$ cat src/rtl/stage_sequencer.sv
// Multi-cycle control sequencer: owns the PC, fetches over imem req/ack, waits on
// dmem for loads/stores, resolves jumps and exposes the current stage downstream.
module stage_sequencer #(
   parameter logic [31:0] RESET_PC      = 32'h0000_0000,
   parameter logic [4:0]  TYPE_ALU      = 5'd0,
   parameter logic [4:0]  TYPE_LOAD_IMM = 5'd1,
   parameter logic [4:0]  TYPE_LOAD     = 5'd2,
   parameter logic [4:0]  TYPE_STORE    = 5'd3,
   parameter logic [4:0]  TYPE_JUMP     = 5'd4,
   parameter logic [4:0]  TYPE_HALT     = 5'd5
) (
   input  logic        clk,
   input  logic        rst,
   output logic        imem_req,
   input  logic        imem_ack,
   input  logic [31:0] imem_rdata,
   output logic [31:0] current_instruction,
   input  logic [4:0]  decoded_type,
   output logic [4:0]  current_instruction_type,
   output logic        dmem_req,
   input  logic        dmem_ack,
   input  logic [31:0] jump_condition,
   input  logic [31:0] jump_target,
   output logic [2:0]  stage,
   output logic [31:0] pc,
   output logic        halted,
   output logic        illegal_instr,
   output logic [31:0] retired_count
);

   typedef enum logic [2:0] {
      FETCH      = 3'd0,
      DECODE     = 3'd1,
      EXECUTE    = 3'd2,
      MEM_WAIT   = 3'd3,
      REG_UPDATE = 3'd4,
      PC_UPDATE  = 3'd5,
      HALTED     = 3'd6
   } stage_e;

   stage_e      stage_q;
   logic [31:0] pc_q, pc_d;
   logic [31:0] instr_q;
   logic [31:0] retired_q, retired_d;
   logic [4:0]  type_q;
   logic        halted_q, illegal_q;
   logic        jump_taken;
   logic        unused_jt_low;

   // Jump targets are word-aligned; the low two bits of the register are dropped.
   assign jump_taken    = (type_q == TYPE_JUMP) && (jump_condition != 32'd0);
   assign pc_d          = jump_taken ? {jump_target[31:2], 2'b00} : pc_q + 32'd4;
   assign retired_d     = retired_q + 32'd1;
   assign unused_jt_low = ^jump_target[1:0];

   always_ff @(posedge clk) begin
      if (rst) begin
         stage_q   <= FETCH;
         pc_q      <= RESET_PC;
         instr_q   <= 32'd0;
         type_q    <= 5'd0;
         halted_q  <= 1'b0;
         illegal_q <= 1'b0;
         retired_q <= 32'd0;
      end else begin
         case (stage_q)
            FETCH: begin
               if (imem_ack) begin
                  instr_q <= imem_rdata;
                  stage_q <= DECODE;
               end
            end
            DECODE: begin
               type_q  <= decoded_type;
               stage_q <= EXECUTE;
            end
            EXECUTE: begin
               if (type_q == TYPE_LOAD || type_q == TYPE_STORE) begin
                  stage_q <= MEM_WAIT;
               end else if (type_q == TYPE_ALU || type_q == TYPE_LOAD_IMM) begin
                  stage_q <= REG_UPDATE;
               end else if (type_q == TYPE_JUMP) begin
                  stage_q <= PC_UPDATE;
               end else if (type_q == TYPE_HALT) begin
                  stage_q  <= HALTED;
                  halted_q <= 1'b1;
               end else begin
                  stage_q   <= HALTED;
                  halted_q  <= 1'b1;
                  illegal_q <= 1'b1;
               end
            end
            MEM_WAIT: begin
               if (dmem_ack) begin
                  stage_q <= (type_q == TYPE_LOAD) ? REG_UPDATE : PC_UPDATE;
               end
            end
            REG_UPDATE: begin
               stage_q <= PC_UPDATE;
            end
            PC_UPDATE: begin
               pc_q      <= pc_d;
               retired_q <= retired_d;
               stage_q   <= FETCH;
            end
            HALTED: begin
               stage_q <= HALTED;
            end
            default: begin
               stage_q <= FETCH;
            end
         endcase
      end
   end

   assign imem_req                 = (stage_q == FETCH);
   assign dmem_req                 = (stage_q == MEM_WAIT);
   assign stage                    = stage_q;
   assign pc                       = pc_q;
   assign current_instruction      = instr_q;
   assign current_instruction_type = type_q;
   assign halted                   = halted_q;
   assign illegal_instr            = illegal_q;
   assign retired_count            = retired_q;

endmodule
$ cat config.mk
export PLATFORM = sky130hd
export DESIGN_NAME = stage_sequencer
export DESIGN_NICKNAME = d
export VERILOG_FILES = /design/src/rtl/stage_sequencer.sv
export SDC_FILE = /design/constraint.sdc
export NUM_CORES = 1
export LEC_CHECK = 0
export CAP_MARGIN = 30
export CORE_ASPECT_RATIO = 1.25
export CORE_MARGIN = 3
export CORE_UTILIZATION = 47
export CTS_CLUSTER_DIAMETER = 50
export DETAILED_ROUTE_END_ITERATION = 16
export GPL_TIMING_DRIVEN = 1
export HOLD_SLACK_MARGIN = 0.12
export PLACE_DENSITY = 0.95
export SETUP_SLACK_MARGIN = 0.15
export SYNTH_ARGS = -nofsm -noshare
export SYNTH_HDL_FRONTEND = slang
export SYNTH_SLANG_ARGS = --single-unit
$ cat constraint.sdc
create_clock -name clk -period 3.1 [get_ports clk]
set_input_delay 0.775 -clock clk [delete_from_list [all_inputs] [get_ports clk]]
set_output_delay 0.775 -clock clk [all_outputs]
set_load 0.02 [all_outputs]
## Yosys cells after proc, flatten, opt, wreduce, memory -nomap -nowiden

Cells that the tools add are included.
Widths: inputs -> output; s select.

| storage, ports and cells | value |
|---|---|
| bits in registers | 106 |
| input bits | 105 |
| output and inout bits | 108 |
| word-level logic and storage cells | 44 |

| cells by class | value |
|---|---|
| add/sub/neg operators | 2 |
| equal/unequal tests | 13 |
| multiplexer cells | 8 |
| bitwise operators | 4 |
| reduce and logical (&&, ||, !) cells | 10 |

Operators with widths:

| operator | number |
|---|---|
| $add 32x1->32 const B | 1 |
| $add 32x3->32 const B | 1 |
| $mux 32 | 1 |
| $reduce_bool 32->1 | 1 |
| $pmux 3 s6 | 1 |
| $eq 5x2->1 const B | 2 |
| $eq 5x3->1 const B | 2 |
| $eq 3x3->1 const B | 3 |
| $mux 3 | 3 |
| $eq 3x2->1 const B | 2 |
| $eq 5x1->1 const B | 1 |
| $logic_not 5->1 | 1 |
| $reduce_and 5->1 | 1 |
| $mux 2 | 2 |
| $ne 2x1->1 const B | 2 |
| $not 1->1 | 4 |
| $reduce_and 2->1 | 2 |
| $reduce_and 4->1 | 1 |
| $eq 3x1->1 const B | 1 |
| $logic_not 3->1 | 1 |
| $logic_or 1x1->1 | 2 |
| $logic_and 1x1->1 | 1 |
| $mux 1 | 1 |

## Logic depth before layout (Yosys ltp)

| logic depth | value |
|---|---|
| depth in word-level cells | 5 |
| mapped depth | 8 |

## Least setup slack after synthesis

OpenSTA, ideal clock, no wires.

| timing | value |
|---|---|
| path type | input -> register |
| from | input port jump_condition[24] |
| to | register pc_q[19] (netlist: pc[19]) |
| library setup time | 0.117 ns |
| data arrival time | 2.194 ns |
| slack | 0.789 ns |
| stages on the path | 6 |
| path buffers | 1 |
| cell sequence | nor4_2 -> nand4_2 -> o21ai_1 -> buf_4 -> mux2_2 -> a32o_1 |

| on the way | value |
|---|---|
| word-level cells in the longest chain between the ends | 3 |

RTL lines:

| element | line | text |
|---|---|---|
| start, declared | 22 | `input logic [31:0] jump_condition,` |
| $reduce_bool 32->1 | 51 | `assign jump_taken = (type_q == TYPE_JUMP) && (jump_condition != 32'd0);` |
| $logic_and 1x1->1 | 51 |  |
| $mux 32 | 52 | `assign pc_d = jump_taken ? {jump_target[31:2], 2'b00} : pc_q + 32'd4;` |
| end signal, assigned | 102 | `pc_q <= pc_d;` |
| end, declared | 42 | `logic [31:0] pc_q, pc_d;` |

No other way between the ends.
A chain may end at the register's enable or synchronous reset.

## Worst setup path in the final report

| timing | value |
|---|---|
| from | register stage_q[2] (netlist: stage[2]) |
| to | output port imem_req |

| on the way | value |
|---|---|
| word-level cells in the longest chain between the ends | 1 |

RTL lines:

| element | line | text |
|---|---|---|
| start, declared | 41 | `stage_e stage_q;` |
| start signal, assigned | 95 | `stage_q <= (type_q == TYPE_LOAD) ? REG_UPDATE : PC_UPDATE;` |
| $logic_not 3->1 | 116 | `assign imem_req = (stage_q == FETCH);` |
| end, declared | 14 | `output logic imem_req,` |

No other way between the ends.

==> reports/metrics.cfg <==
[clock_tree]
max-clock-path-buffers=2
htree_num_levels=3
tritoncts_clock_tree=yes
clock_latency_ns=0.34
postCtsSetupBuffers=0
cts_root_cell=sky130_fd_sc_hd__clkbuf_16
cts_repair_resize_count=0
postCtsHoldBufs=0
cts_sinks=104
tritoncts.num_buffers=9
clkSlewWorstSetupHoldPaths_ns=0.07

[finish]
post-route-cell-area_um2=7642
antennaDiodeCount=0
mostFrequentLayoutCell=sky130_fd_sc_hd__clkdlybuf4s50_1
layout_common_cells=sky130_fd_sc_hd__clkdlybuf4s50_1 (207), sky130_fd_sc_hd__dfxtp_1 (104), sky130_fd_sc_hd__nand2_1 (99)
area_growth_syn_to_layout_pct=48.58
share_of_post_route_cells_with_drive_strength_above_1_pct=6.198
nets=941
fin_cells=971
finish.utilization_pct=71.99

[synthesis]
synth-compound-area-share_pct=14.08
edff_count_synth=0
synth-xor-area-share_pct=4.257
syn_inst=645
ys_types=56
ys_ff_latch=104
synthesis.yosys.warnings=0
synth_top_family_by_area=simple AND/OR/NAND/NOR gates
synth-main-ff-cell=sky130_fd_sc_hd__dfxtp_1
synth_fa_ha_area_share_pct=0.4865
synth.avg_cell_area_um2=7.975
synth_async_sr_flop_share_pct=0
synth_simple_gate_area_share_pct=31.06
yosysTopAreaCell=sky130_fd_sc_hd__dfxtp_1
seq_area_frac_synth_pct=40.48
synth.area.top_cells=sky130_fd_sc_hd__dfxtp_1 (40%), sky130_fd_sc_hd__nand2_1 (7.2%), sky130_fd_sc_hd__a21oi_1 (5.2%)
syn-cell-area_um2=5144
synth.top_cell.area_share_pct=40.48
multiplexer_area_fraction_after_synthesis_pct=4.038

[hold_path]
hold_path_startpoint=current_instruction[13]
holdCritPathClass=reg -> reg

[sta]
worstMarginPinSlew_ns=0.7796
finalHoldWorstSlack_ns=0.4551
setup_repair_after_global_routing_missed_its_margin=no
fin_worst_skew_ns=0.007467
setup-tns-final_ns=0
achievable-frequency_mhz=370.0
final_critical_path_setup_slack_ns=0.3972
final.min_clock_period_ns=2.703
final-hold-violation-count=0
slew_headroom_pct=47.63
report.final.setup_viol=0
final-max-slew-violation-count=0
final.period_utilization_pct=87.19

[placement]
globalplace.congestion=0.8885
buffer_ports.inserted=208
dpl_worst_slack_ns=0.1879
place_hpwl_mm=11.71
placed_cell_area_um2=7331
numPlacedInstances=955

[setup_path]
critPathArrivalTime_ns=1.93
cp_slowest_cell=sky130_fd_sc_hd__clkdlybuf4s50_1
setup.worst_path.class=reg -> out
critical_path_peak_fanout=12
r2r_slack_ns=0.78
critPathMaxStageDelay_ns=0.72
launching_element_of_the_worst_setup_path=stage[2]
r2r_start=current_instruction_type[1]
timing.critical_path.required_ns=2.32
critical_path.cell_chain=nor3_1 > clkdlybuf4s50_1
timing.critical_path.from_type=flop
timing.critical_path.to_type=primary output

[power]
power_per_cell_area_nw_per_um2=452.7
cellInternalPower_mw=2.466
clock_power_share_pct=34.1
psw_mw=0.9932
ir_drop_worst_vdd_mv=0.2974
comb_power_share_pct=22.6
switching_share_pct=28.71
share_seq_of_total_power_pct=43.3
total_leakage_power_nw=2.614
design_power_total_mw=3.460

[drt]
initialDrtViolationCount=306
wire_per_inst_um=16.57
drt_pass1_iterations=4
drt.antenna.violating_nets=0
drc_errors=0
route.vias.total=5606
routed_via_density=5.773
totalWireLength_mm=16.09

[grt]
grt_max_degree=78
first_global_vias=5279
antenna_violations_before_repair=0
groute.usage.overall_pct=25.64
grt_first_pass_wirelength_mm=25.44
overflow=0

[run_status]
outcome=finished, final reports clean

[run]
drv_cap=0

[floorplan]
initial_core_util_pct=48.46
pin_count=213
die_area_um2=12240
die_width_um=99.57
row_count=42
core_region_area_um2=10620
die_height_um=123.0

[path summary, 6_finish.rpt]
check | to | depth (start not counted)
max | imem_req | 2
min | current_instruction[13] | 2
max reg2reg | pc[4] | 6
min reg2reg | current_instruction[13] | 2
[worst max-delay path: cells and delay by family (launching register included)]
family | cells | cell delay (ns)
AND/OR/NAND/NOR | 1 | 0.44
flip-flops | 1 | 0.43
buffers and inverters | 1 | 0.72
[cell families after synthesis]
| family | after synthesis |
|---|---|
| buf+inv | 68 |
| mux | 20 |
| compound gates | 112 |
| other cells | 1 |
| simple gates | 313 |
| flops | 104 |
| fa+ha+maj | 2 |
| xor+xnor | 25 |
[registers in the layout, indices dropped and copies added, names as in the netlist]
register                  flops
current_instruction_type      5
illegal_instr                 1
current_instruction          32
pc                           30
retired_count                32
stage                         3
halted                        1
[cells in the mapped netlist, types with 3 or more instances]
library cell	instances
sky130_fd_sc_hd__or3_1	11
sky130_fd_sc_hd__o32ai_1	11
sky130_fd_sc_hd__buf_2	5
sky130_fd_sc_hd__a31oi_1	9
sky130_fd_sc_hd__nand4_1	28
sky130_fd_sc_hd__o2111ai_1	3
sky130_fd_sc_hd__inv_1	21
sky130_fd_sc_hd__and2_1	4
sky130_fd_sc_hd__nor2b_1	6
sky130_fd_sc_hd__o31a_1	3
sky130_fd_sc_hd__o21ai_0	9
sky130_fd_sc_hd__clkbuf_1	31
sky130_fd_sc_hd__nor4_1	10
sky130_fd_sc_hd__dfxtp_1	104
sky130_fd_sc_hd__buf_4	4
sky130_fd_sc_hd__mux2_2	6
sky130_fd_sc_hd__nor3_1	29
sky130_fd_sc_hd__buf_1	6
sky130_fd_sc_hd__mux2i_1	14
sky130_fd_sc_hd__nor2_1	51
sky130_fd_sc_hd__a21oi_1	53
sky130_fd_sc_hd__xnor2_1	20
sky130_fd_sc_hd__or4_1	9
sky130_fd_sc_hd__and3_1	8
sky130_fd_sc_hd__o211ai_1	4
sky130_fd_sc_hd__and4_1	7
sky130_fd_sc_hd__nor4_2	5
sky130_fd_sc_hd__a2bb2oi_1	6
sky130_fd_sc_hd__nand3_1	32
sky130_fd_sc_hd__xor2_1	5
sky130_fd_sc_hd__nand2_1	99
[power by group through the flow]
stage,logic (mW),registers [mW],clock network [mW]
6_report,0.782,1.50,1.18
5_1_grt,0.840,1.51,1.26
4_1_cts,0.785,1.50,1.20
3_5_place_dp,0.781,1.53,0
3_3_place_gp,0.765,1.52,0
2_1_floorplan,0.304,1.61,0
[per-layer routing]
layer | global-route usage [%] | up-vias | share of wire [%] | wire length (µm)
met5 | 0 | - | 0 | 0
met4 | 9.906 | 0 | 3.0 | 475
met3 | 5.418 | 48 | 6.9 | 1102
met2 | 45.67 | 276 | 53 | 8550
met1 | 30.08 | 2603 | 37 | 5956
li1 | - | 2679 | - | -
[layout make-up]
cell class | instances | area [µm²]
fillers | 805 | 2973
multi-input cells | 474 | 2793
repair buffers | 224 | 2212
flip-flops and latches | 104 | 2082
clock buffers | 10 | 239.0
well taps | 132 | 165.2
inverters | 21 | 78.83
clock inverters | 6 | 72.57
Note: power is estimated with default switching activity, not from simulation.
